File: config.mk
export PLATFORM = sky130hd
export DESIGN_NAME = uart_txrx_param
export DESIGN_NICKNAME = d
export VERILOG_FILES = /design/src/rtl/uart_txrx_param.sv
export SDC_FILE = /design/constraint.sdc
export NUM_CORES = 1
export LEC_CHECK = 0
export ABC_AREA = 1
export BUFFER_PORTS_ARGS = -buffer_cell sky130_fd_sc_hd__buf_2
export CORE_UTILIZATION = 50
export DETAILED_ROUTE_END_ITERATION = 6
export PLACE_DENSITY = 0.81
export SLEW_MARGIN = 40
export SYNTH_ARGS = -nofsm -noshare
export SYNTH_HDL_FRONTEND = slang
export SYNTH_SLANG_ARGS = --single-unit
File: constraint.sdc
create_clock -name clk -period 2 [get_ports clk]
set_clock_uncertainty 0.05 [all_clocks]
set_input_delay 0.3 -clock clk [delete_from_list [all_inputs] [get_ports clk]]
set_output_delay 0.3 -clock clk [all_outputs]
set_load 0.1 [all_outputs]
File: src/rtl/uart_txrx_param.sv
// Parameterised full-duplex UART: one transmitter and one receiver sharing a
// clock. Frame is start(0), DATA_BITS LSB-first, optional parity, then
// STOP_BITS stop bits (1). Every bit lasts BAUD_DIV clock cycles. The receiver
// samples mid-bit after a synchronised falling edge and reports parity and
// framing errors alongside each received word.
module uart_txrx_param #(
    parameter int DATA_BITS = 8,
    parameter int BAUD_DIV  = 16,
    parameter int PARITY    = 0,
    parameter int STOP_BITS = 1
) (
    input  logic                 clk,
    input  logic                 rst,
    input  logic [DATA_BITS-1:0] tx_data,
    input  logic                 tx_valid,
    output logic                 tx_ready,
    output logic                 txd,
    input  logic                 rxd,
    output logic [DATA_BITS-1:0] rx_data,
    output logic                 rx_valid,
    output logic                 rx_parity_err,
    output logic                 rx_frame_err
);

    localparam int BW = $clog2(BAUD_DIV);
    localparam int NW = $clog2(DATA_BITS);
    localparam logic [BW-1:0] BAUD_LAST = BW'(BAUD_DIV - 1);
    localparam logic [BW-1:0] HALF_LAST = BW'(BAUD_DIV / 2 - 1);
    localparam logic [NW-1:0] BIT_LAST  = NW'(DATA_BITS - 1);
    localparam logic          STOP_LAST = (STOP_BITS == 2);
    localparam logic          PAR_EN    = (PARITY != 0);
    localparam logic          PAR_ODD   = (PARITY == 1);

    // Parity bit for a data word: XOR of the bits, inverted for odd parity.
    function automatic logic parity_of(input logic [DATA_BITS-1:0] d);
        return (^d) ^ PAR_ODD;
    endfunction

    typedef enum logic [2:0] {TX_IDLE, TX_START, TX_DATA, TX_PARITY, TX_STOP} tx_state_t;
    typedef enum logic [2:0] {RX_IDLE, RX_START, RX_DATA, RX_PARITY, RX_STOP, RX_WAIT_HIGH} rx_state_t;

    // ---------------- transmitter ----------------
    tx_state_t            tx_state_r, tx_state_next_s;
    logic [BW-1:0]        tx_baud_r, tx_baud_next_s;
    logic [NW-1:0]        tx_bit_r, tx_bit_next_s;
    logic                 tx_stop_r, tx_stop_next_s;
    logic [DATA_BITS-1:0] tx_shift_r, tx_shift_next_s;
    logic                 tx_par_r, tx_par_next_s;
    logic                 txd_next_s;
    logic                 tx_wrap_s;

    // TX next-state: walk the frame one baud period per bit; txd is decoded from the next state so it is registered.
    always_comb begin
        tx_state_next_s = tx_state_r;
        tx_baud_next_s  = tx_baud_r;
        tx_bit_next_s   = tx_bit_r;
        tx_stop_next_s  = tx_stop_r;
        tx_shift_next_s = tx_shift_r;
        tx_par_next_s   = tx_par_r;
        tx_wrap_s       = (tx_baud_r == BAUD_LAST);
        if (tx_wrap_s) begin
            tx_baud_next_s = {BW{1'b0}};
        end else begin
            tx_baud_next_s = tx_baud_r + 1'b1;
        end
        case (tx_state_r)
            TX_IDLE: begin
                tx_baud_next_s = {BW{1'b0}};
                if (tx_valid) begin
                    tx_state_next_s = TX_START;
                    tx_shift_next_s = tx_data;
                    tx_par_next_s   = parity_of(tx_data);
                    tx_bit_next_s   = {NW{1'b0}};
                    tx_stop_next_s  = 1'b0;
                end else begin
                    tx_state_next_s = TX_IDLE;
                end
            end
            TX_START: begin
                if (tx_wrap_s) begin
                    tx_state_next_s = TX_DATA;
                end else begin
                    tx_state_next_s = TX_START;
                end
            end
            TX_DATA: begin
                if (tx_wrap_s) begin
                    if (tx_bit_r == BIT_LAST) begin
                        tx_state_next_s = PAR_EN ? TX_PARITY : TX_STOP;
                    end else begin
                        tx_bit_next_s   = tx_bit_r + 1'b1;
                        tx_shift_next_s = {1'b0, tx_shift_r[DATA_BITS-1:1]};
                    end
                end else begin
                    tx_state_next_s = TX_DATA;
                end
            end
            TX_PARITY: begin
                if (tx_wrap_s) begin
                    tx_state_next_s = TX_STOP;
                end else begin
                    tx_state_next_s = TX_PARITY;
                end
            end
            TX_STOP: begin
                if (tx_wrap_s) begin
                    if (tx_stop_r == STOP_LAST) begin
                        tx_state_next_s = TX_IDLE;
                    end else begin
                        tx_stop_next_s = 1'b1;
                    end
                end else begin
                    tx_state_next_s = TX_STOP;
                end
            end
            default: begin
                tx_state_next_s = TX_IDLE;
            end
        endcase
        case (tx_state_next_s)
            TX_START:  txd_next_s = 1'b0;
            TX_DATA:   txd_next_s = tx_shift_next_s[0];
            TX_PARITY: txd_next_s = tx_par_next_s;
            default:   txd_next_s = 1'b1;
        endcase
    end

    // TX state register and registered serial/ready outputs.
    always_ff @(posedge clk) begin
        if (rst) begin
            tx_state_r <= TX_IDLE;
            tx_baud_r  <= {BW{1'b0}};
            tx_bit_r   <= {NW{1'b0}};
            tx_stop_r  <= 1'b0;
            tx_shift_r <= {DATA_BITS{1'b0}};
            tx_par_r   <= 1'b0;
            txd        <= 1'b1;
            tx_ready   <= 1'b1;
        end else begin
            tx_state_r <= tx_state_next_s;
            tx_baud_r  <= tx_baud_next_s;
            tx_bit_r   <= tx_bit_next_s;
            tx_stop_r  <= tx_stop_next_s;
            tx_shift_r <= tx_shift_next_s;
            tx_par_r   <= tx_par_next_s;
            txd        <= txd_next_s;
            tx_ready   <= (tx_state_next_s == TX_IDLE);
        end
    end

    // ---------------- receiver ----------------
    logic [1:0]           sync_r;
    logic                 rx_s;
    rx_state_t            rx_state_r, rx_state_next_s;
    logic [BW-1:0]        rx_baud_r, rx_baud_next_s;
    logic [NW-1:0]        rx_bit_r, rx_bit_next_s;
    logic [DATA_BITS-1:0] rx_shift_r, rx_shift_next_s;
    logic                 rx_par_r, rx_par_next_s;
    logic [DATA_BITS-1:0] rx_data_next_s;
    logic                 rx_valid_next_s, rx_perr_next_s, rx_ferr_next_s;
    logic                 rx_sample_s;

    assign rx_s = sync_r[1];

    // Two-flop synchroniser for the asynchronous serial input; idles high.
    always_ff @(posedge clk) begin
        if (rst) begin
            sync_r <= 2'b11;
        end else begin
            sync_r <= {sync_r[0], rxd};
        end
    end

    // RX next-state: find start mid-point, then sample each later bit one baud period apart.
    always_comb begin
        rx_state_next_s = rx_state_r;
        rx_bit_next_s   = rx_bit_r;
        rx_shift_next_s = rx_shift_r;
        rx_par_next_s   = rx_par_r;
        rx_data_next_s  = rx_data;
        rx_valid_next_s = 1'b0;
        rx_perr_next_s  = rx_parity_err;
        rx_ferr_next_s  = rx_frame_err;
        rx_sample_s     = (rx_state_r == RX_START) ? (rx_baud_r == HALF_LAST)
                                                   : (rx_baud_r == BAUD_LAST);
        if (rx_sample_s) begin
            rx_baud_next_s = {BW{1'b0}};
        end else begin
            rx_baud_next_s = rx_baud_r + 1'b1;
        end
        case (rx_state_r)
            RX_IDLE: begin
                rx_baud_next_s = {BW{1'b0}};
                if (!rx_s) begin
                    rx_state_next_s = RX_START;
                end else begin
                    rx_state_next_s = RX_IDLE;
                end
            end
            RX_START: begin
                if (rx_sample_s) begin
                    rx_state_next_s = rx_s ? RX_IDLE : RX_DATA;
                    rx_bit_next_s   = {NW{1'b0}};
                end else begin
                    rx_state_next_s = RX_START;
                end
            end
            RX_DATA: begin
                if (rx_sample_s) begin
                    rx_shift_next_s = {rx_s, rx_shift_r[DATA_BITS-1:1]};
                    if (rx_bit_r == BIT_LAST) begin
                        rx_state_next_s = PAR_EN ? RX_PARITY : RX_STOP;
                    end else begin
                        rx_bit_next_s = rx_bit_r + 1'b1;
                    end
                end else begin
                    rx_state_next_s = RX_DATA;
                end
            end
            RX_PARITY: begin
                if (rx_sample_s) begin
                    rx_par_next_s   = rx_s;
                    rx_state_next_s = RX_STOP;
                end else begin
                    rx_state_next_s = RX_PARITY;
                end
            end
            RX_STOP: begin
                if (rx_sample_s) begin
                    rx_valid_next_s = 1'b1;
                    rx_data_next_s  = rx_shift_r;
                    rx_perr_next_s  = PAR_EN & (parity_of(rx_shift_r) ^ rx_par_r);
                    rx_ferr_next_s  = ~rx_s;
                    // A low stop bit may be a break: wait for the line to go high first.
                    rx_state_next_s = rx_s ? RX_IDLE : RX_WAIT_HIGH;
                end else begin
                    rx_state_next_s = RX_STOP;
                end
            end
            RX_WAIT_HIGH: begin
                rx_baud_next_s = {BW{1'b0}};
                if (rx_s) begin
                    rx_state_next_s = RX_IDLE;
                end else begin
                    rx_state_next_s = RX_WAIT_HIGH;
                end
            end
            default: begin
                rx_state_next_s = RX_IDLE;
            end
        endcase
    end

    // RX state register and registered word/status outputs.
    always_ff @(posedge clk) begin
        if (rst) begin
            rx_state_r    <= RX_IDLE;
            rx_baud_r     <= {BW{1'b0}};
            rx_bit_r      <= {NW{1'b0}};
            rx_shift_r    <= {DATA_BITS{1'b0}};
            rx_par_r      <= 1'b0;
            rx_data       <= {DATA_BITS{1'b0}};
            rx_valid      <= 1'b0;
            rx_parity_err <= 1'b0;
            rx_frame_err  <= 1'b0;
        end else begin
            rx_state_r    <= rx_state_next_s;
            rx_baud_r     <= rx_baud_next_s;
            rx_bit_r      <= rx_bit_next_s;
            rx_shift_r    <= rx_shift_next_s;
            rx_par_r      <= rx_par_next_s;
            rx_data       <= rx_data_next_s;
            rx_valid      <= rx_valid_next_s;
            rx_parity_err <= rx_perr_next_s;
            rx_frame_err  <= rx_ferr_next_s;
        end
    end

endmodule
==> metrics.txt <==
timing endpoint of the critical path rx_shift_r[4]; worst hold path cell count 2; H-tree depth reported by CTS 2; Skew-Pair Late Insertion Delay between 300 and 400 ps; Synth Flop Type sky130_fd_sc_hd__dfxtp_1; critical path peak fanout 22; clk slew on worst S/H paths roughly 100 ps; Area growth syn-to-layout 10.2%; post-synthesis share of cell area spent on xor and xnor gates 1.11%; ys async rst share 0%; R2R Setup Slk 280 ps; number of design-rule violations left by the first detailed-router iteration 158; routed metal-1 wirelength a little over 2000 µm; Detail Route Antenna Nets 0; Max clock buf depth 2; run status complete, but fails checks; Max-cap violations 0; vias after detailed routing 2081; number of antenna violations at the first check in global routing 0; maximum number of pins on one net before global-route repair 23; post-synthesis share of cell area spent on and, or, nand and nor gates 32.6%; Period minus WS final 1720 ps; average routed wire per standard cell 10.8 µm; flip-flop and latch count after synthesis 51; category of the worst setup path launch point register; detailed-routing iteration count for the pre-antenna-repair pass 6; start point of the critical path rx_baud_r[0]; crit end category register; Site Rows 24; design area 0.00260 mm²; total power per unit cell area 720 mW/mm²; height of the chip 70.7 µm; post-route fraction of the period consumed by the critical path 85.9%; total I/O pin count 25; number of hold violations in the final report 0; post-synthesis sequential area ratio 43.3%; routed length on met2 2160 µm; share of cells above drive strength 1 13.4%; full die area 0.00500 mm²; via density per instance 5.08; CTS tree built; reg-to-reg critical path startpoint rx_baud_r[0]; DRC viols 4; area share of the largest cell type after synthesis 43.3%; Placer Congestion 0.786; VDD IR max 0.549 mV; number of enable flip-flop cells after synthesis 0; number of distinct library cells after synthesis 30; final net count approximately 380; Synthesized Nets 351; total global routing overflow 0; RSZ-0062 raised after global routing no; instance area after placement 0.00250 mm²; Data arrival, critical path 1870 ps; max-slew violation count 0; most instantiated library cell after synthesis sky130_fd_sc_hd__nand2_1; number of gates resized after cts 0; fraction of synthesized area in multiplexers 0%; area fraction in compound gates after synthesis 11.3%; vias in the first global route between 1500 and 2000; share of the core filled with cells in the final layout 58.5%; worst min-delay path category input pin to register; wire length of the first global-routing pass 7940 µm; chip width 70.7 µm; setup slack after layout between 200 and 300 ps; Mapped Cells roughly 330; top layer used by detailed routing met4; Mean Syn Cell Area 7.08 µm²; overall fraction of global-route tracks in use between 10% and 20%; IO buf count 23; leakage dissipation 0.00120 µW; fmax 0.582 GHz; number of CTS-inserted buffers 5; total of warnings raised by yosys 0; dominant combinational cell family by area after synthesis simple AND/OR/NAND/NOR gates; ant diodes 0; largest cells by area after synthesis sky130_fd_sc_hd__dfxtp_1, sky130_fd_sc_hd__nand2_1, sky130_fd_sc_hd__a21oi_1; Initial Utilization ~53%; Setup Buffers After CTS 0; detailed placer's ending HPWL 3190 µm; endpoint of the worst-slack reg-to-reg timing path rx_shift_r[4]; number of buffers added to fix hold violations after cts 0; total number of clock tree sinks slightly above 50; hold slack final between 100 and 150 ps; routed wire length on met3 152 µm; Post-synth top cells sky130_fd_sc_hd__nand2_1, sky130_fd_sc_hd__dfxtp_1, sky130_fd_sc_hd__nor2_1; Post-Synthesis Cell Area roughly 0.0024 mm²; area leader, netlist sky130_fd_sc_hd__dfxtp_1; worst slack at placement 280 ps; length in cells of the worst reg-to-reg path 8; aggregate negative setup slack 0 ps; violated checks design-rule violations; number of failing setup endpoints in the final timing report 0; Detailed Route WL between 4000 and 5000 µm; adder and majority cell fraction of the synthesized area about 3.2%; class of the most critical setup path register to register; CTS root buffer sky130_fd_sc_hd__clkbuf_8; CP required 2160 ps; total core area approximately 0.0044 mm²
==> power breakdown <==
part / internal, µW / switching [µW] / leakage (µW)
clock network: 257 / 369 / 0.0000463
registers: 1040 / 15.9 / 0.000414
logic: 55.9 / 131 / 0.000743
==> worst max-delay path: stages (launching register included) <==
cell and delay [ps]:
sky130_fd_sc_hd__dfxtp_1 370, sky130_fd_sc_hd__ha_1 180, sky130_fd_sc_hd__nand2_1 70, sky130_fd_sc_hd__inv_1 140
sky130_fd_sc_hd__nand3_2 150, sky130_fd_sc_hd__nand2_4 230, sky130_fd_sc_hd__nand2_1 230, sky130_fd_sc_hd__nand2_1 120
sky130_fd_sc_hd__a21oi_1 70
==> kinds of logic (layout without fill, tap and decap cells) <==
group | Yosys count | after routing
compound gates | 48 | 48
xor+xnor | 3 | 3
fa+ha+maj | 6 | 6
buf+inv | 47 | 72
simple gates | 177 | 177
other cells | 1 | 1
flops | 51 | 51
==> sequential cells by signal, indices dropped and copies added (netlist names) <==
register and cells:
rx_baud_r 4, tx_ready 1, rx_state_r 3, rx_bit_r 3, rx_valid 1, rx_shift_r 8, sync_r 2, tx_shift_r 8
tx_bit_r 3, rx_frame_err 1, rx_data 8, tx_par_r 1, tx_state_r 3, tx_baud_r 4, txd 1
==> through the flow <==
stage               cells  total power (µW)
floorplan             333              1220
finish                410              1870
CTS                   410              1900
global route          410              1960
global placement      402              1260
detailed placement    402              1270
==> per-layer routing <==
layer | vias up | GRT usage (%)
met1 | 921 | 22.5
met3 | 9 | 4.99
li1 | 1111 | -
met5 | - | 0
met2 | 40 | 35.0
met4 | 0 | 6.67
==> worst min-delay path by stage <==
stage                          from  slack (ps)         to
final                           rxd         140  sync_r[0]
after global routing            rxd         120  sync_r[0]
after CTS                       rxd         130  sync_r[0]
after detailed placement  sync_r[0]         350  sync_r[1]
after global placement    sync_r[0]         340  sync_r[1]
after floorplan           sync_r[0]         340  sync_r[1]
==> area by class of cell <==
| type | instances | area (µm²) |
|---|---|---|
| Fill cell | 428 | 1840 |
| Multi-Input combinational cell | 235 | 1140 |
| Sequential cell | 51 | 1020 |
| Inverter | 39 | 146 |
| Timing Repair Buffer | 25 | 130 |
| Clock buffer | 5 | 68.8 |
| Tap cell | 52 | 65.1 |
| Clock inverter | 3 | 27.5 |
==> layout by cell type, fill, tap and decap left out, types with 2 or more instances in the layout <==
cell type,instances
sky130_fd_sc_hd__nand3_1,30
sky130_fd_sc_hd__or2_2,3
sky130_fd_sc_hd__clkinv_1,4
sky130_fd_sc_hd__a22oi_1,8
sky130_fd_sc_hd__dfxtp_1,51
sky130_fd_sc_hd__clkbuf_8,5
sky130_fd_sc_hd__xor2_1,2
sky130_fd_sc_hd__o21ai_0,6
sky130_fd_sc_hd__a21oi_1,30
sky130_fd_sc_hd__buf_4,2
sky130_fd_sc_hd__buf_2,23
sky130_fd_sc_hd__nand3_2,4
sky130_fd_sc_hd__nor3_1,3
sky130_fd_sc_hd__inv_2,2
sky130_fd_sc_hd__ha_1,6
sky130_fd_sc_hd__inv_1,33
sky130_fd_sc_hd__o211ai_1,2
sky130_fd_sc_hd__nand2_2,2
sky130_fd_sc_hd__nand2_1,95
sky130_fd_sc_hd__nor2_1,35
No activity file was read; power rests on OpenSTA's default activity.
